$ cat src/rtl/isp_ccm.sv
// 3x3 colour correction matrix on an RGB888 stream, with frame-synchronous coefficient updates.
// Optional macro ISP_CCM_OFFSET_EN adds per-channel signed offsets at staging addresses 9..11.
`timescale 1ns/1ps
module isp_ccm #(
    parameter int ROW_WIDTH = 1936,
    parameter int COL_WIDTH = 1088,
    parameter int DATA_W    = 8,
    parameter int COEF_W    = 12
) (
    input  logic                  clk,
    input  logic                  rst_n,
    input  logic                  per_img_clken,
    input  logic [3*DATA_W-1:0]   per_img_data,
    input  logic                  coef_wr_en,
    input  logic [3:0]            coef_wr_addr,
    input  logic [COEF_W-1:0]     coef_wr_data,
    input  logic                  coef_commit,
    output logic                  coef_pending,
    output logic                  frame_done,
    output logic                  post_img_clken,
    output logic [3*DATA_W-1:0]   post_img_data
);
    localparam int FRAME_LEN = ROW_WIDTH * COL_WIDTH;
    localparam int CNT_W     = (FRAME_LEN > 1) ? $clog2(FRAME_LEN) : 1;
    localparam int PROD_W    = DATA_W + 1 + COEF_W;
    localparam int SUM_W     = PROD_W + 2;
    localparam int FRAC      = 8;
    localparam int RND_W     = SUM_W + 1;
    localparam int CLP_W     = RND_W - FRAC;
    localparam logic [CNT_W-1:0]         LAST_PIX = CNT_W'(FRAME_LEN - 1);
    localparam logic signed [COEF_W-1:0] UNITY    = COEF_W'(256);

    logic signed [COEF_W-1:0] r_stg [9];
    logic signed [COEF_W-1:0] r_act [9];
    logic [CNT_W-1:0]         r_pix_cnt;
    logic                     r_pending;
    logic                     r_frame_done;
    logic                     r_vld_p1, r_vld_p2, r_vld_p3;
    logic [3*DATA_W-1:0]      r_data_p3;
    logic signed [PROD_W-1:0] r_prod_p1 [9];
    logic signed [SUM_W-1:0]  r_sum_p2 [3];
    logic signed [DATA_W:0]   w_pix_s [3];
    logic [DATA_W-1:0]        w_out [3];
    logic                     w_apply;
    logic                     w_last;
`ifdef ISP_CCM_OFFSET_EN
    logic signed [8:0]        r_stg_off [3];
    logic signed [8:0]        r_act_off [3];
    logic signed [8:0]        r_off_p1 [3];
    logic signed [8:0]        r_off_p2 [3];
`endif

    function automatic logic signed [CLP_W-1:0] round_q8(input logic signed [SUM_W-1:0] s);
        logic signed [RND_W-1:0] t;
        t = RND_W'(s) + RND_W'(128);
        return CLP_W'(t >>> FRAC);
    endfunction

    function automatic logic [DATA_W-1:0] clamp_u8(input logic signed [CLP_W-1:0] v);
        if (v < 0)
            return '0;
        else if (v > 255)
            return '1;
        else
            return v[DATA_W-1:0];
    endfunction

    // An apply only happens in an idle slot at the frame boundary, never alongside a pixel.
    assign w_apply = r_pending && (r_pix_cnt == '0) && !per_img_clken;
    assign w_last  = per_img_clken && (r_pix_cnt == LAST_PIX);

    always_comb begin
        for (int c = 0; c < 3; c++)
            w_pix_s[c] = {1'b0, per_img_data[(2-c)*DATA_W +: DATA_W]};
    end

    always_ff @(posedge clk or negedge rst_n) begin
        if (!rst_n) begin
            for (int i = 0; i < 9; i++) begin
                r_stg[i] <= (i % 4 == 0) ? UNITY : '0;
                r_act[i] <= (i % 4 == 0) ? UNITY : '0;
            end
`ifdef ISP_CCM_OFFSET_EN
            for (int i = 0; i < 3; i++) begin
                r_stg_off[i] <= '0;
                r_act_off[i] <= '0;
            end
`endif
            r_pix_cnt    <= '0;
            r_pending    <= 1'b0;
            r_frame_done <= 1'b0;
            r_vld_p1     <= 1'b0;
            r_vld_p2     <= 1'b0;
            r_vld_p3     <= 1'b0;
            r_data_p3    <= '0;
        end else begin
            for (int i = 0; i < 9; i++)
                if (coef_wr_en && coef_wr_addr == 4'(i))
                    r_stg[i] <= coef_wr_data;
`ifdef ISP_CCM_OFFSET_EN
            for (int i = 0; i < 3; i++)
                if (coef_wr_en && coef_wr_addr == 4'(9 + i))
                    r_stg_off[i] <= coef_wr_data[8:0];
            if (w_apply)
                r_act_off <= r_stg_off;
`endif
            if (w_apply)
                r_act <= r_stg;
            r_pending <= coef_commit | (r_pending & ~w_apply);
            if (per_img_clken)
                r_pix_cnt <= w_last ? '0 : r_pix_cnt + 1'b1;
            r_frame_done <= w_last;
            r_vld_p1     <= per_img_clken;
            r_vld_p2     <= r_vld_p1;
            r_vld_p3     <= r_vld_p2;
            if (r_vld_p2)
                r_data_p3 <= {w_out[0], w_out[1], w_out[2]};
        end
    end

    // S1: products against the bank active at pixel entry
    always_ff @(posedge clk) begin
        if (per_img_clken) begin
            for (int r = 0; r < 3; r++)
                for (int c = 0; c < 3; c++)
                    r_prod_p1[3*r+c] <= PROD_W'(w_pix_s[c]) * PROD_W'(r_act[3*r+c]);
`ifdef ISP_CCM_OFFSET_EN
            r_off_p1 <= r_act_off;
`endif
        end
    end

    // S2: per-channel row sums
    always_ff @(posedge clk) begin
        if (r_vld_p1) begin
            for (int r = 0; r < 3; r++)
                r_sum_p2[r] <= SUM_W'(r_prod_p1[3*r]) + SUM_W'(r_prod_p1[3*r+1])
                             + SUM_W'(r_prod_p1[3*r+2]);
`ifdef ISP_CCM_OFFSET_EN
            r_off_p2 <= r_off_p1;
`endif
        end
    end

    // S3: round, offset, clamp (registered in the control block above)
    always_comb begin
        for (int r = 0; r < 3; r++) begin
`ifdef ISP_CCM_OFFSET_EN
            w_out[r] = clamp_u8(round_q8(r_sum_p2[r]) + CLP_W'(r_off_p2[r]));
`else
            w_out[r] = clamp_u8(round_q8(r_sum_p2[r]));
`endif
        end
    end

    assign coef_pending   = r_pending;
    assign frame_done     = r_frame_done;
    assign post_img_clken = r_vld_p3;
    assign post_img_data  = r_data_p3;

endmodule

$ cat config.mk
export PLATFORM = sky130hd
export DESIGN_NAME = isp_ccm
export DESIGN_NICKNAME = d
export VERILOG_FILES = /design/src/rtl/isp_ccm.sv
export SDC_FILE = /design/constraint.sdc
export NUM_CORES = 2
export LEC_CHECK = 0
export CORE_ASPECT_RATIO = 1.4
export CORE_MARGIN = 2
export CORE_UTILIZATION = 62
export CTS_BUF_LIST = sky130_fd_sc_hd__clkbuf_16
export DETAILED_ROUTE_END_ITERATION = 6
export PLACE_DENSITY = 0.79
export SLEW_MARGIN = 20
export SYNTH_ARGS = -nofsm -noshare
export SYNTH_HDL_FRONTEND = slang
export SYNTH_SLANG_ARGS = --single-unit
$ cat constraint.sdc
create_clock -name clk -period 15.25 [get_ports clk]
set_input_delay 2.2875 -clock clk [delete_from_list [all_inputs] [get_ports clk]]
set_output_delay 2.2875 -clock clk [all_outputs]
set_load 0.01 [all_outputs]
==> results.md <==
* Reg-to-reg endpoint: r_prod_p1[0][19]
* Fill cells at approximately 6,600
* Hold_sp: r_pix_cnt[15]
* Port bufs at 71
* Mean post-synth cell area at 10.14 um^2
* Worst EP required at approximately 16 ns
* Routability cong. at 0.8902
* Reg2reg start: r_act[101]
* First-pass GRT wire length at 202.0 mm
* Hold Crit Endpoint: r_pix_cnt[15]
* Post-Route Setup TNS at 0 ns
* Worst Clk Skew at 0.02075 ns
* # nets final at 6,557
* Worst reg-to-reg path cell count at 14
* Post-synth cell types at 73
* Area Growth Syn to Fin at 6.299%
* Tcrit/Tclk final at 48.05%
* Cell taking the most area after synthesis: fa_1
* Synth area leaders: fa_1, edfxtp_1, dfrtp_1
* Post-DR vias/cell at roughly 5.6
* Register area share after synthesis at 25.54%
* Post-synth top area share at 28.22%
* Unrepaired setup endpoints after global routing: false
* Post-synthesis cell count at roughly 5,300
* Slew @ Worst Pin at 1.141 ns
* Mapped Area at 54,050 um^2
* Die ar. at 89,580 um^2
* #FFs+latches synth at 504
* Bufs on Longest Clock Path at 3
* Status: completed
* Setup bufs post-CTS at 0
* Share of cells above drive strength 1 at 7.180%
* Total overflow reported by the global router at 0
* Pin count of the biggest net entering global routing at 155
* Wirelength per Cell at around 19 um
* Site Rows at between 100 and 150
* CTS Buf Count at 52
* Hold Path Class: reg2reg
* Clock transition at path regs at 0.06 ns
* Critical path class: in2reg
* I/O pin total at 72
* HPWL after detailed placement at around 95 mm
* Clk_lat worst skew at approximately 0.63 ns
* Rel. slew slack at 23.71%
* Vias in the first global route at between 40,000 and 50,000
* Synth Warn # at 0
* Root buffer cell: clkbuf_16
* Post-synth EDFFs at 237
* # Max-Cap Violations at 0
* Final Hold Viols at 0
* Initial antenna violation count at 4
* CTS sink count at 504
* CTS tree: done
* Final setup fails at 0
* Remaining antenna violation count at 0
* Cts hold-fix bufs at 0
* # DRC at 0
* Crit Path Max Fanout at 36
* Post-CTS Resized at 0
* CP Capture Type: flop
* Die W at 253.5 um
* Highest clock rate at approximately 140 MHz
* Starting Density at 62.38%
* Syn_nets at 6,582
* R2R setup slack at around 10 ns
* Final Max Tran Viols at 0
* DRT Wirelength at 121.8 mm
* H-tree depth at 2
* Sequential Area at between 10,000 and 15,000 um^2
* Gr usage total at 28.76%
* Critical path arrival at approximately 7.7 ns
* 1st-iter DRT viols at roughly 1,800
* Startpoint types: input port
* Primary FF master, synth: dfrtp_1
* Pre-antenna DRT Iters at 6
* Core area at around 87,000 um^2
* Final min period at roughly 7.3 ns
* Die Ht at between 300 and 400 um
* Multi-input logic area at 35,250 um^2
* FFs w/ async S/R, synth at 52.98%
* Routed vias at 36,370
* Hold path cells at 1
cell type report:
type                       instances  area share [%]
clock inverter                    42          0.4639
antenna                            2        0.008711
sequential                       504           24.04
multi-input combinational       3495           61.35
timing repair buffer             104           1.662
clock buffer                      56           2.439
tap                             1170           2.548
inverter                        1147           7.494
logic make-up (layout without fill, tap and decap cells):
logic type / count (synthesis) / after routing / synth area share [%]
compound gates: 511 / 511 / 6.135
mux: 223 / 223 / 4.642
fa+ha+maj: 1208 / 1208 / 38.55
simple gates: 1310 / 1310 / 11.92
xor+xnor: 243 / 243 / 3.938
flops: 504 / 504 / 25.54
other cells: 0 / 2 / 0
buf+inv: 1330 / 1349 / 9.272
per-layer routing:
layer,wire [um],GRT usage [%],vias up
met5,13,0,-
met4,10310,20.46,2
met3,5397,3.825,404
met2,63070,51.30,1000
met1,42960,31.32,18400
li1,-,-,16570
state kept, by name, summed over array words and instances, names as in the netlist:
| register | cells |
|---|---|
| r_vld_p1 | 1 |
| r_vld_p2 | 1 |
| post_img_clken | 1 |
| frame_done | 1 |
| r_stg | 108 |
| r_pix_cnt | 22 |
| r_act | 108 |
| post_img_data | 24 |
| coef_pending | 1 |
| r_sum_p2 | 48 |
| r_prod_p1 | 189 |
through the flow:
stage                     cells  instance area [um^2]  worst slack [ns]  hold WS [ns]  util (%)
final                      6520                 57450             7.923        0.4984     66.31
after floorplan            5329                 54050             8.115        0.3704         -
after detailed placement   6420                 55780             7.353        0.4828     64.37
after global routing       6518                 57450             7.594        0.5160     66.30
after CTS                  6518                 57440             8.023        0.4983     66.30
after global placement     6420                 55800             7.421        0.4788     64.40
synth_stat cells, drive strengths merged (10+ instances only):
master / instances
a211oi: 25
a21o: 62
a21oi: 149
a31o: 10
a31oi: 20
and2: 421
and3: 23
buf: 52
clkbuf: 131
dfrtp: 261
edfxtp: 237
fa: 762
ha: 446
inv: 1147
mux2: 221
nand2: 534
nand2b: 19
nand3: 57
nand4: 21
nor2: 143
nor2b: 20
nor3: 28
o21a: 27
o21ai: 102
o21bai: 27
o31ai: 13
xnor2: 176
xor2: 67
critical path: stages:
cell	delay, ns
clkdlybuf4s50_1	0.46
buf_4	0.41
nand2_1	0.15
fa_1	0.55
inv_1	0.05
fa_1	0.50
inv_1	0.06
fa_1	0.42
inv_1	0.08
fa_1	0.43
ha_1	0.33
o21ai_0	0.30
a21boi_0	0.19
a2111oi_0	0.77
o41ai_1	0.15
a21oi_1	0.28
o31ai_1	0.12
xor2_1	0.15
layout by cell type, fill, tap and decap left out, types with 13 or more instances in the layout:
| master | n |
|---|---|
| nand2b_1 | 19 |
| ha_1 | 446 |
| nor2b_1 | 20 |
| nand3_1 | 57 |
| a211oi_1 | 23 |
| inv_1 | 1152 |
| xor2_1 | 67 |
| o31ai_1 | 13 |
| mux2_2 | 221 |
| and2_1 | 421 |
| a21o_1 | 60 |
| xnor2_1 | 176 |
| nor3_1 | 28 |
| buf_4 | 32 |
| nand4_1 | 21 |
| clkdlybuf4s50_1 | 64 |
| nand2_1 | 534 |
| a21oi_1 | 148 |
| clkbuf_16 | 56 |
| fa_1 | 762 |
| and3_1 | 23 |
| o21bai_1 | 27 |
| edfxtp_1 | 237 |
| clkinv_2 | 15 |
| o21ai_0 | 101 |
| dfrtp_1 | 260 |
| o21a_1 | 27 |
| a31oi_1 | 20 |
| nor2_1 | 142 |
worst max path at each step:
| stage | start | to | slack, ns |
|---|---|---|---|
| 4_1_cts | per_img_data[16] | r_prod_p1[0][19] | 8.02 |
| 2_1_floorplan | per_img_data[8] | r_prod_p1[0][41] | 8.12 |
| 6_report | per_img_data[16] | r_prod_p1[0][19] | 7.92 |
| 3_5_place_dp | per_img_data[16] | r_prod_p1[0][19] | 7.35 |
| 5_1_grt | per_img_data[16] | r_prod_p1[0][19] | 7.59 |
| 3_3_place_gp | per_img_data[16] | r_prod_p1[0][20] | 7.42 |
Power is not shown: default switching activity piles up to over one toggle a cycle in this logic, so the estimate is an artifact.
